`src/rtl/rv_fetch_pkg.sv`:
```
// Shared types and constants for the RISC-V instruction fetch front end.
package rv_fetch_pkg;

   localparam int unsigned XLEN    = 64;
   localparam int unsigned ILEN    = 32;
   localparam int unsigned PC_STEP = 4;

   typedef struct packed {
      logic [XLEN-1:0] pc;
      logic [ILEN-1:0] ins;
   } fetch_entry_t;

   localparam int unsigned FE_W = $bits(fetch_entry_t);

   // Bubble encoding (addi x0,x0,0) for the datapath; fetch never inserts it.
   localparam logic [ILEN-1:0] NOP_INS = 32'h0000_0013;

endpackage

```
`src/rtl/inst_fetch_queue_if.sv`:
```
// Fetch front-end bus: imem request/response, redirect and instruction handshake.
interface inst_fetch_queue_if;
   import rv_fetch_pkg::*;

   logic            imem_req_valid;
   logic            imem_req_ready;
   logic [XLEN-1:0] imem_req_addr;
   logic            imem_resp_valid;
   logic [ILEN-1:0] imem_resp_data;
   logic            redirect_valid;
   logic [XLEN-1:0] redirect_pc;
   logic            ins_valid;
   logic            ins_ready;
   logic [ILEN-1:0] ins;
   logic [XLEN-1:0] ins_pc;

   modport master (
      output imem_req_valid, imem_req_addr, ins_valid, ins, ins_pc,
      input  imem_req_ready, imem_resp_valid, imem_resp_data,
             redirect_valid, redirect_pc, ins_ready
   );

   modport slave (
      input  imem_req_valid, imem_req_addr, ins_valid, ins, ins_pc,
      output imem_req_ready, imem_resp_valid, imem_resp_data,
             redirect_valid, redirect_pc, ins_ready
   );

endinterface

```
`src/rtl/fetch_fifo.sv`:
```
// Shift-register FIFO of {pc, ins}; the head is always entry 0 so it leaves straight from a flop.
module fetch_fifo
   import rv_fetch_pkg::*;
#(
   parameter  int unsigned DEPTH = 4,
   localparam int unsigned CNT_W = $clog2(DEPTH) + 1
) (
   input  logic             clk,
   input  logic             rst_n,
   input  logic             push,
   input  fetch_entry_t     push_data,
   input  logic             pop,
   input  logic             flush,
   output logic [CNT_W-1:0] count,
   output fetch_entry_t     head
);

   fetch_entry_t     entries_q [DEPTH];
   fetch_entry_t     entries_d [DEPTH];
   logic [CNT_W-1:0] count_q;
   logic [CNT_W-1:0] count_d;

   // Pop shifts toward the head first, then a push lands in the first free slot.
   always_comb begin
      entries_d = entries_q;
      count_d   = count_q;
      if (flush) begin
         count_d = '0;
      end else begin
         if (pop && (count_q != '0)) begin
            for (int unsigned i = 0; i < DEPTH - 1; i++) begin
               entries_d[i] = entries_q[i+1];
            end
            count_d = count_q - CNT_W'(1);
         end
         if (push && (count_d < CNT_W'(DEPTH))) begin
            for (int unsigned i = 0; i < DEPTH; i++) begin
               if (CNT_W'(i) == count_d) begin
                  entries_d[i] = push_data;
               end
            end
            count_d = count_d + CNT_W'(1);
         end
      end
   end

   always_ff @(posedge clk or negedge rst_n) begin
      if (!rst_n) begin
         entries_q <= '{default: '0};
         count_q   <= '0;
      end else begin
         entries_q <= entries_d;
         count_q   <= count_d;
      end
   end

   assign count = count_q;
   assign head  = entries_q[0];

endmodule

```
`src/rtl/inst_fetch_queue.sv`:
```
// Sequential instruction fetcher with credit-limited requests, response buffering and redirect flush.
module inst_fetch_queue
   import rv_fetch_pkg::*;
#(
   parameter int unsigned     DEPTH    = 4,
   parameter logic [XLEN-1:0] RESET_PC = '0
) (
   input logic                 clk,
   input logic                 reset,
   inst_fetch_queue_if.master  bus
);

   localparam int unsigned CNT_W = $clog2(DEPTH) + 1;
   localparam int unsigned CRD_W = CNT_W + 1;

   logic [XLEN-1:0]  fetch_pc_q, fetch_pc_d;
   logic [CNT_W-1:0] inflight_q, inflight_d;
   logic [CNT_W-1:0] drop_q, drop_d;
   logic             run_q;

   logic [CNT_W-1:0] fifo_count;
   fetch_entry_t     fifo_head;
   fetch_entry_t     push_entry;
   logic [CRD_W-1:0] credit_c;
   logic             req_valid_c;
   logic             req_fire;
   logic             push;
   logic             pop;

   // Oldest live request PC is fetch_pc minus one step per outstanding request.
   always_comb begin
      credit_c    = CRD_W'(fifo_count) + CRD_W'(inflight_q) - CRD_W'(drop_q);
      req_valid_c = run_q && !bus.redirect_valid && (credit_c < CRD_W'(DEPTH));
      req_fire    = req_valid_c && bus.imem_req_ready;
      push        = bus.imem_resp_valid && (drop_q == '0) && !bus.redirect_valid;
      pop         = (fifo_count != '0) && bus.ins_ready && !bus.redirect_valid;
      push_entry.pc  = fetch_pc_q - (XLEN'(inflight_q) * XLEN'(PC_STEP));
      push_entry.ins = bus.imem_resp_data;
   end

   // Redirect reclassifies every response still to arrive as one to discard.
   always_comb begin
      fetch_pc_d = fetch_pc_q;
      inflight_d = inflight_q + CNT_W'(req_fire) - CNT_W'(bus.imem_resp_valid);
      drop_d     = drop_q;
      if (bus.redirect_valid) begin
         fetch_pc_d = bus.redirect_pc & ~XLEN'(3);
         drop_d     = inflight_q - CNT_W'(bus.imem_resp_valid);
      end else begin
         if (req_fire) begin
            fetch_pc_d = fetch_pc_q + XLEN'(PC_STEP);
         end
         if (bus.imem_resp_valid && (drop_q != '0)) begin
            drop_d = drop_q - CNT_W'(1);
         end
      end
   end

   always_ff @(posedge clk or negedge reset) begin
      if (!reset) begin
         fetch_pc_q <= RESET_PC;
         inflight_q <= '0;
         drop_q     <= '0;
         run_q      <= 1'b0;
      end else begin
         fetch_pc_q <= fetch_pc_d;
         inflight_q <= inflight_d;
         drop_q     <= drop_d;
         run_q      <= 1'b1;
      end
   end

   fetch_fifo #(.DEPTH(DEPTH)) u_fifo (
      .clk       (clk),
      .rst_n     (reset),
      .push      (push),
      .push_data (push_entry),
      .pop       (pop),
      .flush     (bus.redirect_valid),
      .count     (fifo_count),
      .head      (fifo_head)
   );

   assign bus.imem_req_valid = req_valid_c;
   assign bus.imem_req_addr  = fetch_pc_q;
   assign bus.ins_valid      = (fifo_count != '0);
   assign bus.ins            = fifo_head.ins;
   assign bus.ins_pc         = fifo_head.pc;

endmodule

```
`src/flat_wrapper.sv`:
```
// flat-port wrapper written by rule: the top's interface ports become plain ports
module inst_fetch_queue_flat import rv_fetch_pkg::*;
#(
   parameter int unsigned     DEPTH    = 4,
   parameter logic [XLEN-1:0] RESET_PC = '0
)
  (clk, reset, bus_imem_req_valid, bus_imem_req_addr, bus_ins_valid, bus_ins, bus_ins_pc, bus_imem_req_ready, bus_imem_resp_valid, bus_imem_resp_data, bus_redirect_valid, bus_redirect_pc, bus_ins_ready);
  inst_fetch_queue_if bus_i ();
  input logic clk;
  input logic reset;
  output wire logic [$bits(bus_i.imem_req_valid)-1:0] bus_imem_req_valid;
  output wire logic [$bits(bus_i.imem_req_addr)-1:0] bus_imem_req_addr;
  output wire logic [$bits(bus_i.ins_valid)-1:0] bus_ins_valid;
  output wire logic [$bits(bus_i.ins)-1:0] bus_ins;
  output wire logic [$bits(bus_i.ins_pc)-1:0] bus_ins_pc;
  input wire logic [$bits(bus_i.imem_req_ready)-1:0] bus_imem_req_ready;
  input wire logic [$bits(bus_i.imem_resp_valid)-1:0] bus_imem_resp_valid;
  input wire logic [$bits(bus_i.imem_resp_data)-1:0] bus_imem_resp_data;
  input wire logic [$bits(bus_i.redirect_valid)-1:0] bus_redirect_valid;
  input wire logic [$bits(bus_i.redirect_pc)-1:0] bus_redirect_pc;
  input wire logic [$bits(bus_i.ins_ready)-1:0] bus_ins_ready;
  assign bus_imem_req_valid = bus_i.imem_req_valid;
  assign bus_imem_req_addr = bus_i.imem_req_addr;
  assign bus_ins_valid = bus_i.ins_valid;
  assign bus_ins = bus_i.ins;
  assign bus_ins_pc = bus_i.ins_pc;
  assign bus_i.imem_req_ready = bus_imem_req_ready;
  assign bus_i.imem_resp_valid = bus_imem_resp_valid;
  assign bus_i.imem_resp_data = bus_imem_resp_data;
  assign bus_i.redirect_valid = bus_redirect_valid;
  assign bus_i.redirect_pc = bus_redirect_pc;
  assign bus_i.ins_ready = bus_ins_ready;
  inst_fetch_queue #(.DEPTH(DEPTH), .RESET_PC(RESET_PC)) u_core (.clk(clk), .reset(reset), .bus(bus_i));
endmodule
```
`config.mk`:
```
export PLATFORM = sky130hd
export DESIGN_NAME = inst_fetch_queue_flat
export DESIGN_NICKNAME = d
export VERILOG_FILES = /design/src/rtl/rv_fetch_pkg.sv /design/src/rtl/inst_fetch_queue_if.sv /design/src/rtl/fetch_fifo.sv /design/src/rtl/inst_fetch_queue.sv /design/src/flat_wrapper.sv
export SDC_FILE = /design/constraint.sdc
export NUM_CORES = 1
export LEC_CHECK = 0
export CORE_ASPECT_RATIO = 0.9
export CORE_MARGIN = 8
export CORE_UTILIZATION = 51
export DETAILED_ROUTE_END_ITERATION = 7
export PLACE_DENSITY = 0.74
export SLEW_MARGIN = 20
export SYNTH_ARGS = -nofsm -noshare
export SYNTH_HDL_FRONTEND = slang
export SYNTH_SLANG_ARGS = --single-unit
```
`constraint.sdc`:
```
create_clock -name clk -period 3.2 [get_ports clk]
set_input_delay 0.64 -clock clk [delete_from_list [all_inputs] [get_ports clk]]
set_output_delay 0.64 -clock clk [all_outputs]
set_load 0.05 [all_outputs]
```
==> results of run 1 <==
## stage by stage
stage / instance area, um^2 / utilization
global route: 26940 / 0.6439
finish: 26940 / 0.6439
detailed placement: 24820 / 0.5933
floorplan: 21690 / -
global placement: 24820 / 0.5933
CTS: 26540 / 0.6343
## worst paths after layout
| path | startpoint | to | depth (start not counted) |
|---|---|---|---|
| max | u_core.u_fifo.count[1]$_DFF_PN0_ | bus_imem_req_valid | 8 |
| min | reset | u_core.u_fifo.entries_q[108]$_DFFE_PN0N_ | 1 |
| max reg2reg | u_core.u_fifo.count[1]$_DFF_PN0_ | u_core.bus.imem_req_addr[36]$_DFFE_PN0P_ | 15 |
| min reg2reg | u_core.u_fifo.entries_q[84]$_DFFE_PN0P_ | u_core.u_fifo.entries_q[84]$_DFFE_PN0P_ | 2 |
| max in group asynchronous | reset | u_core.u_fifo.entries_q[0]$_DFFE_PN0P_ | 2 |
| min in group clk | u_core.u_fifo.entries_q[84]$_DFFE_PN0P_ | u_core.u_fifo.entries_q[84]$_DFFE_PN0P_ | 2 |
## power groups by stage
| stage | clock [mW] | sequential [mW] | combinational (mW) |
|---|---|---|---|
| final | 5.86 | 9.15 | 10.2 |
| after global routing | 6.18 | 9.37 | 10.9 |
| after CTS | 5.93 | 9.13 | 9.94 |
| after detailed placement | 0 | 9.21 | 9.80 |
| after global placement | 0 | 9.08 | 9.52 |
| after floorplan | 0 | 9.05 | 7.26 |
## metal layers
| metal | wire length (um) | share of wire | vias up | global-route usage |
|---|---|---|---|---|
| li1 | - | - | 8188 | - |
| met1 | 28150 | 0.43 | 9104 | 0.3654 |
| met2 | 30090 | 0.46 | 795 | 0.3956 |
| met3 | 5170 | 0.079 | 112 | 0.04884 |
| met4 | 1817 | 0.028 | 0 | 0.08862 |
| met5 | 0 | 0 | - | 0 |
## Yosys cell counts (all sizes together) (2+ instances only)
library cell | count | area share
o211ai | 3 | 0.0010
nand2b | 5 | 0.0014
and3 | 18 | 0.0052
dfrtp | 454 | 0.52
ha | 20 | 0.012
o22ai | 208 | 0.060
inv | 26 | 0.0045
and4b | 2 | 0.00092
o32a | 2 | 0.00092
o21a | 2 | 0.00069
clkbuf | 140 | 0.024
a211o | 2 | 0.00081
nand4 | 35 | 0.010
o32ai | 65 | 0.026
xor2 | 49 | 0.020
buf | 133 | 0.042
and3b | 2 | 0.00081
and2 | 9 | 0.0026
nor3 | 44 | 0.011
a21oi | 143 | 0.033
fa | 4 | 0.0037
mux2i | 9 | 0.0042
nand2 | 157 | 0.027
mux2 | 53 | 0.028
or4 | 8 | 0.0031
nand4b | 5 | 0.0023
xnor2 | 68 | 0.027
nor2 | 312 | 0.054
or3 | 13 | 0.0040
or2 | 6 | 0.0017
o21ai | 104 | 0.024
conb | 2 | 0.00035
a211oi | 15 | 0.0052
nor4 | 34 | 0.013
nand3 | 39 | 0.0092
nor2b | 4 | 0.0012
and4 | 7 | 0.0028
nand3b | 6 | 0.0021
o31a | 3 | 0.0012
## layout make-up
class                      count  area, um^2  share of cell area
sequential                   454       11360              0.4217
multi-input combinational   1471        9171              0.3404
timing repair buffer         395        3956              0.1469
clock buffer                  62        1323             0.04909
tap                          547       684.4             0.02541
clock inverter                23       344.1             0.01277
inverter                      26       100.1            0.003716
## timing repair
item / CTS / global route
hold endpoints to repair: 0 / 0
setup endpoints to repair: 4 / 74
resized for setup: 8 / 70
gates cloned: 0 / 0
buffers inserted: 2 / 12
pin swaps: 4 / 23
## kinds of logic (layout without fill, tap and decap cells)
kind of cell,count (synthesis),after routing,synth area share
AO/OA/AOI/OAI,559,559,0.1588
multiplexers,62,62,0.03168
buffers and inverters,299,506,0.07029
AND/OR/NAND/NOR,706,706,0.1524
flip-flops,454,454,0.5240
XOR/XNOR,117,117,0.04726
other,2,3,0.0003464
adder cells (fa/ha/maj),24,24,0.01524
## flip-flops by register name, indices dropped and copies added, names as in the netlist
name / cells
u_core.run_q: 1
u_core.inflight_q: 3
u_core.drop_q: 3
u_core.u_fifo.head: 96
u_core.u_fifo.entries_q: 286
u_core.bus.imem_req_addr: 62
u_core.u_fifo.count: 3
==> flow_summary.yaml, run 1 <==
place:
  port_buffers: 259
  dp_hpwl_mm: 43.81
  place_ws_ps: -22.70
  placed_cells_incl_taps: 2879
  gp_congestion: 0.9091
sta:
  whs_ps: 25.75
  finClkSkew_ps: 18.53
  slew_headroom: 0.1246
  rsz0062_at_grt: "yes"
  layout_setup_ws_ps: -258.0
  setup_viol: 14
  setup-tns-final_ps: -1037
  tightest_slew_ps: 1310
  period_share: 1.081
  fmax_mhz: 289.2
  hold_viol: 0
  drv_slew: 0
  min_period_ps: 3458
floorplan:
  core_um2: 41840
  fp.dieH_um: 211.6
  die_x_um: 233.3
  fp-row-count: 71
  start_util: 0.5182
  io_pins: 264
  fp.dieArea_um2: 49370
layout:
  final_nets: 2521
  layout_commonest_cell: "dfrtp_1"
  area_growth_pct: 24.26
  most-common-layout-cells: "dfrtp_1, nor2_1, clkdlybuf4s50_1"
  n_antenna_cell: 0
  nFillCells: 3228
  fin_cells: 2978
  drive_gt1_frac: 0.1423
logic_synthesis:
  netlist_area_um2: 21680
  synth_warnings: 0
  async_flop_share: 1.000
  yosys_most_used_dff: "dfrtp_1"
  synth_edf_count: 0
  ys_types: 63
  postSynthAreaPerCell_um2: 9.753
  syn_inst: 2223
  ys_ff_latch: 454
  seq_area_frac_synth: 0.5240
power_and_ir_drop:
  power_leakage_nw: 11.43
  ir_worst_vdd_mv: 0.9836
  clockPowerShare: 0.232
  powerDensity_nw_per_um2: 935.1
  power_mw: 25.19
  seq_power_share: 0.363
  sw_frac_of_total: 0.3952
  p_sw_mw: 9.955
  power_frac_comb: 0.404
  p_int_mw: 15.24
detailed_routing:
  drtPass1Iterations: 7
  drt_iter0_markers: 1889
  drc: 0
  ant_nets: 0
  wl_per_cell_um: 21.90
  routed_wl_mm: 65.22
  via_per_inst: 6.111
  num_vias: 18200
worst_setup_path:
  cp_num_buf_inv: 3
  reg2reg_slack_ps: -160
  cp.required_ps: 2560
  crit_path_max_fanout: 4
  critPathLaunchType: "flip-flop"
  cp_top_family: "adder cells"
  critical_path_arrival_ps: 2820
  criticalPathCategory: "reg2out"
  end_kind: "output port"
  cpPeakStageDelay_ps: 540
  cp_slowest_cell: "fa_1"
  path_cells: "inv_2 -> fa_1 -> inv_1 -> ha_1 -> and3b_2 -> o41ai_2 -> and3_1 -> buf_6"
clocking:
  clk_pin_slew_ps: 60
  cts_max_level: 2
  cts_tree: "done"
  numCtsBuffers: 47
  cts_sinks: 454
  root_buffer: "clkbuf_16"
  insertion_delay_ps: 600
  ctsLongestPathBuffers: 3
  postCtsHoldBufs: 0
global_route:
  grt_use_total: 0.2580
  antenna_found_initial: 0
  grt_pass1_wl_mm: 102.3
  grt_max_degree: 101
  gr-total-overflow: 0
  grt_pass1_vias: 18120
worst_hold_path:
  hold_class: "in2async"
run_status:
  violations: "negative setup slack"
  status: "finished with violations"
run:
  max_cap_viol_count: 0
(Power assumes the default switching activity.)
==> inputs of run 2 (changes only) <==
- CAP_MARGIN: unset -> 5
- CORE_MARGIN: 8 -> 2
- CTS_CLUSTER_DIAMETER: unset -> 60
==> flow_summary.yaml, run 2 (synthesized netlist as in run 1, its figures left out) <==
detailed_routing:
  drc: 0
  via_per_inst: 6.081
  drtPass1Iterations: 6
  wl_per_cell_um: 21.40
  drt_iter0_markers: 1908
  num_vias: 18020
  ant_nets: 0
  routed_wl_mm: 63.42
worst_setup_path:
  end_kind: "output port"
  critPathLaunchType: "flip-flop"
  cp.required_ps: 2560
  crit_path_max_fanout: 5
  r2r_start: "u_core.inflight_q[1]$_DFF_PN0_"
  criticalPathCategory: "reg2out"
  rr_worst_depth: 14
  cp_num_buf_inv: 1
  cp_top_family: "adder cells"
  reg2reg_slack_ps: -240
  path_cells: "fa_1 -> ha_1 -> nor2b_1 -> o21ai_1 -> o41ai_2 -> and3_1 -> buf_6"
  cp_slowest_cell: "fa_1"
  cpPeakStageDelay_ps: 520
  critical_path_arrival_ps: 2850
  rr_endpoint: "u_core.bus.imem_req_addr[31]$_DFFE_PN0P_"
  cp-startpoint: "u_core.u_fifo.count[2]$_DFF_PN0_"
run_status:
  status: "finished with violations"
  violations: "negative setup slack"
layout:
  drive_gt1_frac: 0.1304
  nFillCells: 3294
  final_core_util: 0.6365
  largest-register: "u_core.u_fifo.entries_q"
  layout_commonest_cell: "dfrtp_1"
  final_nets: 2502
  area_growth_pct: 22.83
  largest_reg_flops: 286
  most-common-layout-cells: "dfrtp_1, nor2_1, clkdlybuf4s50_1"
  fin_cells: 2963
global_route:
  antenna_found_initial: 1
  grt_max_degree: 113
  grt_pass1_vias: 17650
  gr-total-overflow: 0
  grt_use_total: 0.2834
  grt_pass1_wl_mm: 99.26
sta:
  layout_setup_ws_ps: -287.3
  tightest_slew_ps: 1086
  slew_headroom: 0.2758
  min_period_ps: 3487
  period_share: 1.090
  fmax_mhz: 286.8
  finClkSkew_ps: 28.35
  drv_slew: 0
  setup_viol: 17
  hold_viol: 0
  whs_ps: 17.70
  rsz0062_at_grt: "yes"
floorplan:
  fp.dieArea_um2: 44180
  io_pins: 264
  die_x_um: 221.3
  core_um2: 41840
  fp-row-count: 71
  start_util: 0.5182
  fp.dieH_um: 199.6
place:
  port_buffers: 259
  gp_congestion: 0.9033
  placed_cells_incl_taps: 2864
  place_ws_ps: -55.33
  dp_hpwl_mm: 41.49
clocking:
  insertion_delay_ps: 620
  numCtsBuffers: 48
  cts_sinks: 454
  cts_max_level: 2
  clk_pin_slew_ps: 60
  cts_tree: "done"
  root_buffer: "clkbuf_16"
  ctsLongestPathBuffers: 3
power_and_ir_drop:
  ir_worst_vdd_mv: 0.9308
  power_leakage_nw: 11.21
  power_mw: 24.91
  powerDensity_nw_per_um2: 935.6
run:
  max_cap_viol_count: 0
worst_hold_path:
  hold_class: "in2async"
## run 2: cell types whose count changed in the layout (fill, tap and decap cells not counted), moves of 5 or more
cell	change
o21ai_0	+5
nor4_4	-5
nor4_1	+6
buf_4	-20
clkbuf_1	+6
## run 2: worst max-delay path by stage
stage / endpoint / slack, ps / cells after the start
floorplan: u_core.bus.imem_req_addr[36]$_DFFE_PN0P_ / 20 / 11
global placement: u_core.bus.imem_req_addr[31]$_DFFE_PN0P_ / 40 / 11
detailed placement: u_core.bus.imem_req_addr[33]$_DFFE_PN0P_ / -60 / 12
CTS: bus_imem_req_valid / -260 / 8
global route: bus_imem_req_valid / -370 / 7
finish: bus_imem_req_valid / -290 / 7
## run 2: layout make-up
class,count,area (um^2),area share
tap,547,684.4,0.02570
multi-input combinational,1471,9039,0.3394
inverter,26,97.59,0.003665
clock inverter,18,236.5,0.008880
clock buffer,71,1398,0.05248
timing repair buffer,375,3811,0.1431
antenna,1,2.502,0.00009397
sequential,454,11360,0.4267
## run 2: per-layer routing
metal,share of wire,track usage
met2,0.45,0.4333
met4,0.032,0.09645
met3,0.081,0.06205
met1,0.44,0.4019
met5,0,0
## run 2: metrics by stage
stage	area (um^2)	TNS (ps)
2_1_floorplan	21690	0
3_3_place_gp	24710	0
3_5_place_dp	24710	-271.2
4_1_cts	26420	-1214
5_1_grt	26630	-4149
6_report	26630	-1926
## run 2: power by group
group          switching [mW]  leakage [nW]  total (mW)  internal (mW)
clock network            2.42         0.804        5.73           3.31
registers                1.32          5.64        9.14           7.82
logic                    6.19          4.76        10.0           3.85
## run 2: timing repair
action                     4_1_cts  5_1_grt
hold buffers                     0        0
resized for setup               14       36
pin swaps                        7       11
setup buffers                    4        4
setup endpoints to repair        4       64
gates cloned                     0        1
